### config.mk
export PLATFORM = sky130hd
export DESIGN_NAME = seed_bank_scheduler
export DESIGN_NICKNAME = d
export VERILOG_FILES = /design/src/rtl/seed_bank_scheduler.sv
export SDC_FILE = /design/constraint.sdc
export NUM_CORES = 1
export LEC_CHECK = 0
export ABC_CLOCK_PERIOD_IN_PS = 2700
export CORE_AREA = 3 3 419 421
export CTS_BUF_LIST = sky130_fd_sc_hd__clkbuf_16
export CTS_CLUSTER_SIZE = 30
export DETAILED_ROUTE_END_ITERATION = 7
export DIE_AREA = 0 0 422 424
export PLACE_DENSITY = 0.3
export SYNTH_ARGS = -nofsm -noshare
export SYNTH_HDL_FRONTEND = slang
export SYNTH_SLANG_ARGS = --single-unit
### constraint.sdc
create_clock -name clk -period 2.7 [get_ports clk]
set_input_delay 0.675 -clock clk [delete_from_list [all_inputs] [get_ports clk]]
set_output_delay 0.675 -clock clk [all_outputs]
set_load 0.005 [all_outputs]
### src/rtl/seed_bank_scheduler.sv
// rtl/seed_bank_scheduler.sv - round-robin sharing of one seed LFSR bank between generator lanes
module seed_bank_scheduler #(
  parameter  int NUM_REQ        = 4,
  parameter  int SEED_COUNT     = 64,
  parameter  int DATA_WIDTH     = 16,
  parameter  int TIMEOUT_CYCLES = 1024,
  localparam int IW             = $clog2(SEED_COUNT),
  localparam int RW             = $clog2(NUM_REQ),
  localparam int TW             = $clog2(TIMEOUT_CYCLES)
) (
  input  logic                             clk,
  input  logic                             rst_n,
  input  logic [NUM_REQ-1:0]               req,
  output logic [NUM_REQ-1:0]               grant,
  output logic                             bank_start,
  input  logic                             bank_done,
  input  logic [DATA_WIDTH*SEED_COUNT-1:0] bank_seed_flat,
  output logic                             out_valid,
  input  logic                             out_ready,
  output logic [DATA_WIDTH-1:0]            out_data,
  output logic [IW-1:0]                    out_idx,
  output logic                             out_last,
  output logic                             busy,
  output logic                             err_timeout,
  output logic [15:0]                      batch_count
);

  typedef enum logic [1:0] {S_IDLE, S_START, S_WAIT, S_STREAM} state_t;

  state_t               state_q, state_d;
  logic [NUM_REQ-1:0]   grant_q, grant_d;
  logic [RW-1:0]        gidx_q, gidx_d;
  logic [RW-1:0]        rr_ptr_q, rr_ptr_d;
  logic [TW-1:0]        timer_q, timer_d;
  logic                 bank_start_q, bank_start_d;
  logic                 out_valid_q, out_valid_d;
  logic [IW-1:0]        out_idx_q, out_idx_d;
  logic                 out_last_q, out_last_d;
  logic                 busy_q, busy_d;
  logic                 err_timeout_q, err_timeout_d;
  logic [15:0]          batch_count_q, batch_count_d;

  logic                 pick_found;
  logic [RW-1:0]        pick_idx;
  logic [RW:0]          cand;
  logic                 owner_req;
  logic [RW-1:0]        next_rr;
  logic [DATA_WIDTH-1:0] words [SEED_COUNT];

  // Bank keeps seed_flat stable until its next start, so the stream reads it directly.
  always_comb begin
    for (int i = 0; i < SEED_COUNT; i++) begin
      words[i] = bank_seed_flat[i*DATA_WIDTH +: DATA_WIDTH];
    end
  end

  always_comb begin
    pick_found = 1'b0;
    pick_idx   = '0;
    cand       = '0;
    for (int i = 0; i < NUM_REQ; i++) begin
      cand = {1'b0, rr_ptr_q} + (RW+1)'(i);
      if (cand >= (RW+1)'(NUM_REQ)) cand = cand - (RW+1)'(NUM_REQ);
      if (!pick_found && req[RW'(cand)]) begin
        pick_found = 1'b1;
        pick_idx   = RW'(cand);
      end
    end
  end

  assign owner_req = |(req & grant_q);
  assign next_rr   = (gidx_q == RW'(NUM_REQ-1)) ? '0 : gidx_q + RW'(1);

  always_comb begin
    state_d       = state_q;
    grant_d       = grant_q;
    gidx_d        = gidx_q;
    rr_ptr_d      = rr_ptr_q;
    timer_d       = timer_q;
    bank_start_d  = 1'b0;
    out_valid_d   = out_valid_q;
    out_idx_d     = out_idx_q;
    out_last_d    = out_last_q;
    err_timeout_d = err_timeout_q;
    batch_count_d = batch_count_q;
    case (state_q)
      S_IDLE: begin
        if (pick_found) begin
          grant_d = NUM_REQ'(1) << pick_idx;
          gidx_d  = pick_idx;
          state_d = S_START;
        end
      end
      S_START: begin
        bank_start_d = 1'b1;
        timer_d      = '0;
        state_d      = S_WAIT;
      end
      S_WAIT: begin
        timer_d = timer_q + TW'(1);
        if (!owner_req) begin
          grant_d  = '0;
          rr_ptr_d = next_rr;
          state_d  = S_IDLE;
        end else if (bank_done) begin
          out_idx_d   = '0;
          out_valid_d = 1'b1;
          out_last_d  = 1'b0;
          state_d     = S_STREAM;
        end else if (timer_q == TW'(TIMEOUT_CYCLES-1)) begin
          err_timeout_d = 1'b1;
          grant_d       = '0;
          rr_ptr_d      = next_rr;
          state_d       = S_IDLE;
        end
      end
      S_STREAM: begin
        // A dropped request aborts even when the current word would have been accepted.
        if (!owner_req || (out_ready && out_last_q)) begin
          if (owner_req) batch_count_d = batch_count_q + 16'd1;
          out_valid_d = 1'b0;
          out_last_d  = 1'b0;
          grant_d     = '0;
          rr_ptr_d    = next_rr;
          state_d     = S_IDLE;
        end else if (out_ready) begin
          out_idx_d  = out_idx_q + IW'(1);
          out_last_d = (out_idx_q == IW'(SEED_COUNT-2));
        end
      end
      default: state_d = S_IDLE;
    endcase
    busy_d = (state_d != S_IDLE);
  end

  always_ff @(posedge clk) begin
    if (!rst_n) begin
      state_q       <= S_IDLE;
      grant_q       <= '0;
      gidx_q        <= '0;
      rr_ptr_q      <= '0;
      timer_q       <= '0;
      bank_start_q  <= 1'b0;
      out_valid_q   <= 1'b0;
      out_idx_q     <= '0;
      out_last_q    <= 1'b0;
      busy_q        <= 1'b0;
      err_timeout_q <= 1'b0;
      batch_count_q <= '0;
    end else begin
      state_q       <= state_d;
      grant_q       <= grant_d;
      gidx_q        <= gidx_d;
      rr_ptr_q      <= rr_ptr_d;
      timer_q       <= timer_d;
      bank_start_q  <= bank_start_d;
      out_valid_q   <= out_valid_d;
      out_idx_q     <= out_idx_d;
      out_last_q    <= out_last_d;
      busy_q        <= busy_d;
      err_timeout_q <= err_timeout_d;
      batch_count_q <= batch_count_d;
    end
  end

  assign grant       = grant_q;
  assign bank_start  = bank_start_q;
  assign out_valid   = out_valid_q;
  assign out_idx     = out_idx_q;
  assign out_last    = out_last_q;
  assign out_data    = words[out_idx_q];
  assign busy        = busy_q;
  assign err_timeout = err_timeout_q;
  assign batch_count = batch_count_q;

endmodule

==> results.ini, run 1 <==
[setup_path]
start_kind=input port
arrival_ns=2.87
end_kind=primary output
worstSetupPathType=input port to primary output
critPathMaxFanout=1
required_ns=2.03

[grt]
grt_overflow=0
track_usage=0.156
grt_pass1_vias=16150
grt_max_degree=23
grt_pass1_wl_mm=182
antenna_found_initial=93

[clocking]
root_buffer=clkbuf_16
clk_pin_slew_ns=0.07
clock_latency_ns=0.31
cts_buffers=5
tritoncts_num_sinks=47
cts_buffer_depth=2
cts_max_level=2
cts_tree=yes

[outcome]
violations=negative setup slack
status=finished, violations left

[worst_hold_path]
hold_path_class=flip-flop to flip-flop

[floorplan]
ioPinCount=1079
core_area_um2=172000
start_util=0.0617
num_rows=152
die_area_um2=179000
die_x_um=422
die_h_um=424

[synthesis]
synth_cells=938
synth-seq-cells=47
yosysTopAreaCellShare=0.453
synth_common_cells=mux4_2 (213), mux2i_1 (120), o22ai_1 (50), dfxtp_1 (47), a211oi_1 (36)
yosysMostFrequentCell=mux4_2
netlist_area_um2=10600
syn_area_per_cell_um2=11.3
synthTopCellsByArea=mux4_2 (45%), mux2i_1 (11%), dfxtp_1 (8.9%)
yosysWarnings=0
synth_flop_cell=dfxtp_1
async_flop_share=0
synth_edf_count=0
synth_cell_type_count=58
yosysTopAreaCell=mux4_2
synth_nets=1981
yosysSeqAreaShare=0.0888

[layout]
syn_to_final_growth_pct=166
drive_gt1_frac=0.309
nNetsFinal=3280
final_cells=4570

[sta]
fin_skew_ns=0.0105
period_needed_ns=3.54
whs_ns=0.479
finalMaxSlewViolations=0
fin_ws_ns=-0.842
rsz0062_at_grt=yes
maxSlewHeadroom=0.459
fmax_ghz=0.282
finalHoldViolCount=0
setup_violations=16
worstMarginPinSlew_ns=0.803
finalCritPeriodShare=1.31

[routing]
wl_per_cell_um=32.3
dr.pass1.iters=5
avgViaCountPerCell=3.34
dr.first_iter.drc_count=908
drc=0
postRouteAntennaNets=0
num_vias=15253
wl_mm=148

[power]
leakage_nw=9.12
vdd_drop_max_uv=231
power.density_nw_per_um2=146

[placement]
dp_hpwl_mm=135
port_buffers=1078
dpl.cell_count=4479
place.gp.congestion=0.914

[run]
max-cap-violations=0

## placed cells by master, fill, tap and decap left out, types with 13 or more instances in the layout
cell type / count
nor2_1: 31
o221ai_1: 16
nand2b_1: 13
diode_2: 22
a22o_1: 13
nor3_1: 16
dfxtp_1: 41
and2_1: 13
o21ai_0: 15
a211oi_2: 29
xnor2_1: 13
nand3_1: 20
o22ai_1: 36
nand2_1: 32
clkdlybuf4s50_1: 1051
mux4_2: 215
mux2i_1: 104
buf_6: 29
buf_4: 221
buf_12: 63
## path summary, 6_finish.rpt
| kind | from | to | slack, ns | cells past startpoint |
|---|---|---|---|---|
| setup / recovery | bank_seed_flat[643] | out_data[3] | -0.84 | 7 |
| hold / removal | batch_count[15]$_SDFFE_PN0P_ | batch_count[15]$_SDFFE_PN0P_ | 0.48 | 2 |
| setup reg to reg | state_q[1]$_SDFF_PN0_ | out_idx[3]$_SDFFE_PN0P_ | 0.50 | 6 |
| hold reg to reg | batch_count[15]$_SDFFE_PN0P_ | batch_count[15]$_SDFFE_PN0P_ | 0.48 | 2 |
## worst max-delay path, cell delays in order
cell	delay (ns)
clkdlybuf4s50_1	0.46
mux4_2	0.58
mux2i_2	0.31
mux2i_1	0.13
mux2_4	0.33
a21o_1	0.22
buf_6	0.14
## layer usage
| metal | part of all wire | wire, um | track usage |
|---|---|---|---|
| met1 | 0.43 | 64100 | 0.202 |
| met2 | 0.51 | 74700 | 0.280 |
| met3 | 0.052 | 7700 | 0.0284 |
| met4 | 0.0069 | 1020 | 0.0110 |
| met5 | 0.0013 | 199 | 0 |
## repair_timing
item                                    in CTS  in global routing
cloned                                       3                  3
endpoints found under the setup margin      17                 16
endpoints found under the hold margin        0                  0
setup buffers                               40                 17
hold buffers                                 0                  0
resized for setup                          203                 63
pin swaps                                   47                 27
## registers in the layout (all words and copies together) (netlist names), 2 cells and up
signal,flops
batch_count,16
gidx_q,2
grant,4
out_idx,6
rr_ptr_q,2
state_q,2
timer_q,10
## layout make-up
type / instances / area (um2)
multi-input cells: 776 / 9770
clock buffers: 5 / 125
clock inverters: 3 / 26.3
repair buffers: 1396 / 14300
fillers: 19184 / 144000
flip-flops and latches: 47 / 961
diodes: 22 / 55.1
well taps: 2310 / 2890
inverters: 11 / 41.3
## where the power goes
group          internal, W  switching [W]
combinational      0.00182       0.000871
sequential        0.000720      0.0000305
clock             0.000355       0.000333
## per-stage QoR
step / power, W / setup WS [ns] / utilization / area, um2 / setup TNS [ns]
global route: 0.00433 / -0.903 / 0.164 / 28100 / -13.27
CTS: 0.00418 / -0.892 / 0.161 / 27600 / -13.45
global placement: 0.00339 / -1.74 / 0.152 / 26200 / -19.03
detailed placement: 0.00339 / -1.68 / 0.152 / 26200 / -18.81
floorplan: 0.00129 / 0.0134 / - / 10600 / 0
finish: 0.00412 / -0.842 / 0.164 / 28200 / -11.99
## cell families after synthesis
| group | count (synthesis) | synth area share |
|---|---|---|
| mux | 338 | 0.576 |
| compound gates | 214 | 0.148 |
| simple gates | 192 | 0.0949 |
| buf+inv | 115 | 0.0618 |
| flops | 47 | 0.0888 |
| xor+xnor | 21 | 0.0174 |
| fa+ha+maj | 11 | 0.0130 |
(Power assumes the default switching activity.)
==> run 2: changes to the inputs <==
--- a/config.mk
+++ b/config.mk
@@ -12,6 +12,7 @@
 export DETAILED_ROUTE_END_ITERATION = 7
 export DIE_AREA = 0 0 422 424
 export PLACE_DENSITY = 0.3
+export SKIP_CTS_REPAIR_TIMING = 1
 export SYNTH_ARGS = -nofsm -noshare
 export SYNTH_HDL_FRONTEND = slang
 export SYNTH_SLANG_ARGS = --single-unit
==> run 2 against run 1 <==
Effect of this change:
- core utilization down 0.056 points
- non-clock buffer count up 7
- critical endpoint is now out_data[1]
- cell count is 0.13% higher
- register-to-register slack worse by 0.03 ns
- critical path type unchanged
- critical path depth is 1 higher
- setup slack better by 0.0016 ns
- final area is 0.34% lower
- combinational power barely moved
- the flow still finishes with violations (negative setup slack)
==> results.ini, run 2 (synthesis gave the netlist of run 1 again) <==
[outcome]
status=finished, violations left
violations=negative setup slack

[setup_path]
r2r_start=state_q[1]$_SDFF_PN0_
arrival_ns=2.87
cp_cell_sequence=clkdlybuf4s50_1 -> mux4_2 -> a22o_1 -> a211oi_2 -> buf_4 -> a211oi_4 -> or3_4 -> buf_12
start_kind=input port
r2r_cells=6
critPathMaxFanout=1
end_kind=primary output
cp_slowest_stage_delay_ns=0.52
reg2reg_to=out_idx[3]$_SDFFE_PN0P_
required_ns=2.03
r2r_slack_ns=0.47
slowest_stage=mux4_2
worstSetupPathType=input port to primary output

[power]
leakage_nw=9.20
power.switching_w=0.00123
power.density_nw_per_um2=147
p_clk_frac=0.167
p_seq_frac=0.182
p_int_w=0.00289
combPwrFrac=0.651
p_sw_frac=0.299
vdd_drop_max_uv=232

[layout]
largest_reg_flops=16
nNetsFinal=3287
seq_area_um2=961
final_common_cell=clkdlybuf4s50_1
drive_gt1_frac=0.312
syn_to_final_growth_pct=165
final_cell_mix=clkdlybuf4s50_1 (1,050), buf_4 (243), mux4_2 (216)
n_fill_cell=19190
multi_input_area_um2=9740

[grt]
antenna_found_initial=95
grt_use_met1=0.199
use_met3=0.0306
grt_pass1_wl_mm=180
grt_pass1_vias=15903
grt.busiest_layer=met2
grt_max_degree=25
grt_overflow=0
track_usage=0.155
met2_usage=0.276

[clocking]
cts_buffer_depth=2
cts_tree=yes
clock_latency_ns=0.31
cts_max_level=2
root_buffer=clkbuf_16
clk_pin_slew_ns=0.07
tritoncts_num_sinks=47
cts_buffers=5

[routing]
wl_mm=147
num_vias=15385
dr.first_iter.drc_count=945
drc=0
postRouteAntennaNets=0
avgViaCountPerCell=3.36
wl_per_cell_um=32.2
dr.pass1.iters=5

[sta]
worstMarginPinSlew_ns=0.797
fin_tns_setup_ns=-12.01
finalHoldViolCount=0
rsz0062_at_grt=yes
fmax_ghz=0.282
fin_skew_ns=0.00983
maxSlewHeadroom=0.463
period_needed_ns=3.54
finalCritPeriodShare=1.31
setup_violations=16
fin_ws_ns=-0.840
finalMaxSlewViolations=0
whs_ns=0.478

[floorplan]
num_rows=152
core_area_um2=172000
start_util=0.0617
die_h_um=424
die_area_um2=179000
die_x_um=422
ioPinCount=1079

[worst_hold_path]
min_from=batch_count[15]$_SDFFE_PN0P_
min_path_cells=2
holdPathEnd=batch_count[15]$_SDFFE_PN0P_
hold_path_class=flip-flop to flip-flop

[run]
max-cap-violations=0

[placement]
dp_hpwl_mm=135
place.gp.congestion=0.914
dp_slack_ns=-1.68
port_buffers=1078

run 2: cell types whose count changed in the layout (fill, tap and decap cells not counted), sizes merged:
cell | before | now
dlymetal6s2s | 2 | 13
clkdlybuf4s50 | 1051 | 1050
clkbuf | 8 | 11
clkdlybuf4s15 | 1 | 0
dlygate4sd2 | 8 | 0
bufbuf | 1 | 0
diode | 22 | 21
buf | 330 | 334
run 2: area by class of cell:
cell class / count / share of cell area
timing repair buffer: 1403 / 0.507
tap: 2310 / 0.103
sequential: 47 / 0.0342
inverter: 11 / 0.00147
multi-input combinational: 776 / 0.347
clock buffer: 5 / 0.00446
clock inverter: 3 / 0.000936
antenna: 21 / 0.00187
run 2: critical path, delay by kind of cell:
family          cells  cell delay [ns]
simple gates        1             0.39
buf+inv             3             0.73
mux                 1             0.52
compound gates      3             0.54
run 2: worst max path at each step:
stage	start	to	slack [ns]	depth (start not counted)
final	bank_seed_flat[369]	out_data[1]	-0.84	8
after global routing	out_idx[0]$_SDFFE_PN0P_	out_data[15]	-0.91	10
after CTS	bank_seed_flat[867]	out_data[3]	-1.70	8
after detailed placement	bank_seed_flat[867]	out_data[3]	-1.68	8
after global placement	bank_seed_flat[867]	out_data[3]	-1.74	8
after floorplan	out_idx[0]$_SDFFE_PN0P_	out_data[3]	0.01	8
run 2: power groups by stage:
stage               clock [W]  combinational [W]  sequential, W
finish               0.000690            0.00268       0.000750
global route         0.000753            0.00282       0.000756
CTS                  0.000734            0.00264       0.000751
detailed placement          0            0.00263       0.000767
global placement            0            0.00263       0.000767
floorplan                   0           0.000527       0.000764
run 2: stage by stage:
stage	util	area, um2	std cells	power [W]
4_1_cts	0.153	26300	4487	0.00413
6_report	0.163	28100	4576	0.00412
3_5_place_dp	0.152	26200	4479	0.00339
5_1_grt	0.163	28000	4557	0.00433
3_3_place_gp	0.152	26200	4479	0.00339
2_1_floorplan	-	10600	938	0.00129
run 2: metal layers:
layer	vias up	routed length, um
met4	32	1730
met1	7895	62900
met2	676	74200
met3	110	8210
met5	-	207
li1	6672	-
==> run 3: changes to the inputs <==
--- a/config.mk
+++ b/config.mk
@@ -6,11 +6,12 @@
 export NUM_CORES = 1
 export LEC_CHECK = 0
 export ABC_CLOCK_PERIOD_IN_PS = 2700
-export CORE_AREA = 3 3 419 421
+export CORE_AREA = 3 3 415 417
 export CTS_BUF_LIST = sky130_fd_sc_hd__clkbuf_16
 export CTS_CLUSTER_SIZE = 30
 export DETAILED_ROUTE_END_ITERATION = 7
-export DIE_AREA = 0 0 422 424
+export DIE_AREA = 0 0 418 420
+export DONT_BUFFER_PORTS = 1
 export PLACE_DENSITY = 0.3
 export SKIP_CTS_REPAIR_TIMING = 1
 export SYNTH_ARGS = -nofsm -noshare
==> run 3 against run 2 <==
Effect of this change:
- the run still ends with negative setup slack left
- wire length decreased by 9.5%
- combinational power decreased by 65%
- core utilization decreased by 6.3 points
- via count decreased by 20%
- sequential share of layout area increased by 2.3 points
- first-iteration DRC count increased by 43%
- flip-flop and latch count unchanged
- setup slack got worse by 0.059 ns
- hold slack improved by 0.0040 ns
==> results.ini, run 3 (synthesis gave the netlist of run 1 again) <==
[clocking]
clk_pin_slew_ns=0.09
tritoncts_num_sinks=47
clock_latency_ns=0.32
cts_buffers=5
cts_tree=yes
cts_buffer_depth=2
root_buffer=clkbuf_16
cts_max_level=2

[grt]
track_usage=0.139
grt_pass1_wl_mm=153
antenna_found_initial=189
grt_pass1_vias=11252
grt_max_degree=42
grt_overflow=0

[routing]
num_vias=12290
avgViaCountPerCell=3.58
dr.first_iter.drc_count=1351
wl_mm=133
dr.pass1.iters=5
wl_per_cell_um=38.8
postRouteAntennaNets=0
drc=0

[placement]
dp_hpwl_mm=121
port_buffers=0
dp_slack_ns=-1.24
place.gp.congestion=1.10

[power]
p_seq_frac=0.311
power.switching_w=0.000869
p_sw_frac=0.359
vdd_drop_max_uv=217
power.density_nw_per_um2=143
p_int_w=0.00155
combPwrFrac=0.388
p_clk_frac=0.301
leakage_nw=4.62

[sta]
rsz0062_at_grt=yes
period_needed_ns=3.60
worstMarginPinSlew_ns=0.872
whs_ns=0.482
maxSlewHeadroom=0.413
finalCritPeriodShare=1.33
fin_ws_ns=-0.899
setup_violations=16
fin_skew_ns=0.0135
fmax_ghz=0.278
finalMaxSlewViolations=0
finalHoldViolCount=0

[setup_path]
required_ns=2.03
worstSetupPathType=flip-flop to primary output
end_kind=primary output
arrival_ns=2.92
start_kind=flip-flop
r2r_slack_ns=0.41
critPathMaxFanout=8

[floorplan]
num_rows=151
die_x_um=418
ioPinCount=1079
die_area_um2=176000
die_h_um=420
core_area_um2=169000
start_util=0.0627

[layout]
largest_reg_flops=16
final_common_cell=mux4_2
drive_gt1_frac=0.553
final_cell_mix=mux4_2 (216), buf_4 (203), mux2i_1 (112)
nNetsFinal=2166
syn_to_final_growth_pct=59.6

[run]
max-cap-violations=0

[outcome]
violations=negative setup slack
status=finished, violations left

[worst_hold_path]
hold_path_class=flip-flop to flip-flop

## run 3: area by class of cell
| type | count | area [um2] |
|---|---|---|
| clock buffer | 5 | 125 |
| sequential | 47 | 961 |
| tap | 2218 | 2780 |
| fill | 19366 | 152000 |
| multi-input combinational | 777 | 9680 |
| inverter | 11 | 41.3 |
| clock inverter | 3 | 23.8 |
| antenna | 90 | 225 |
| timing repair buffer | 281 | 3080 |
## run 3: critical path, cell delays in order (launching register included)
cell      delay [ns]
dfxtp_4         0.38
buf_12          0.15
buf_12          0.14
mux4_2          0.51
a22o_4          0.30
a211oi_2        0.17
buf_4           0.20
a211oi_4        0.06
or3_4           0.50
buf_12          0.16
## run 3: metrics by stage
step | TNS (ns) | std cells | utilization | area [um2] | power (W)
floorplan | 0 | 938 | - | 10600 | 0.00129
global placement | -13.34 | 3278 | 0.0896 | 15200 | 0.00168
detailed placement | -13.52 | 3278 | 0.0896 | 15200 | 0.00168
CTS | -19.87 | 3286 | 0.0905 | 15300 | 0.00247
global route | -13.65 | 3409 | 0.0996 | 16800 | 0.00256
finish | -12.35 | 3432 | 0.100 | 16900 | 0.00242
## run 3: power by group through the flow
| stage | Sequential, W | Clock (W) | Combinational (W) |
|---|---|---|---|
| after floorplan | 0.000764 | 0 | 0.000527 |
| after global placement | 0.000769 | 0 | 0.000911 |
| after detailed placement | 0.000771 | 0 | 0.000907 |
| after CTS | 0.000755 | 0.000800 | 0.000912 |
| after global routing | 0.000759 | 0.000802 | 0.000995 |
| final | 0.000753 | 0.000729 | 0.000940 |
## run 3: final timing paths
| check | startpoint | end | depth (start not counted) |
|---|---|---|---|
| hold / removal | rr_ptr_q[0]$_SDFFE_PN0P_ | rr_ptr_q[0]$_SDFFE_PN0P_ | 2 |
| setup / recovery | out_idx[0]$_SDFFE_PN0P_ | out_data[6] | 9 |
| hold reg to reg | rr_ptr_q[0]$_SDFFE_PN0P_ | rr_ptr_q[0]$_SDFFE_PN0P_ | 2 |
| setup reg to reg | out_idx[0]$_SDFFE_PN0P_ | out_last$_SDFFE_PN0P_ | 10 |
## run 3: layer usage
layer,track usage,wire length (um),vias up
li1,-,-,4519
met1,0.160,49100,6237
met2,0.227,61700,1118
met3,0.0739,17500,310
met4,0.0281,4250,106
met5,0.0186,733,-
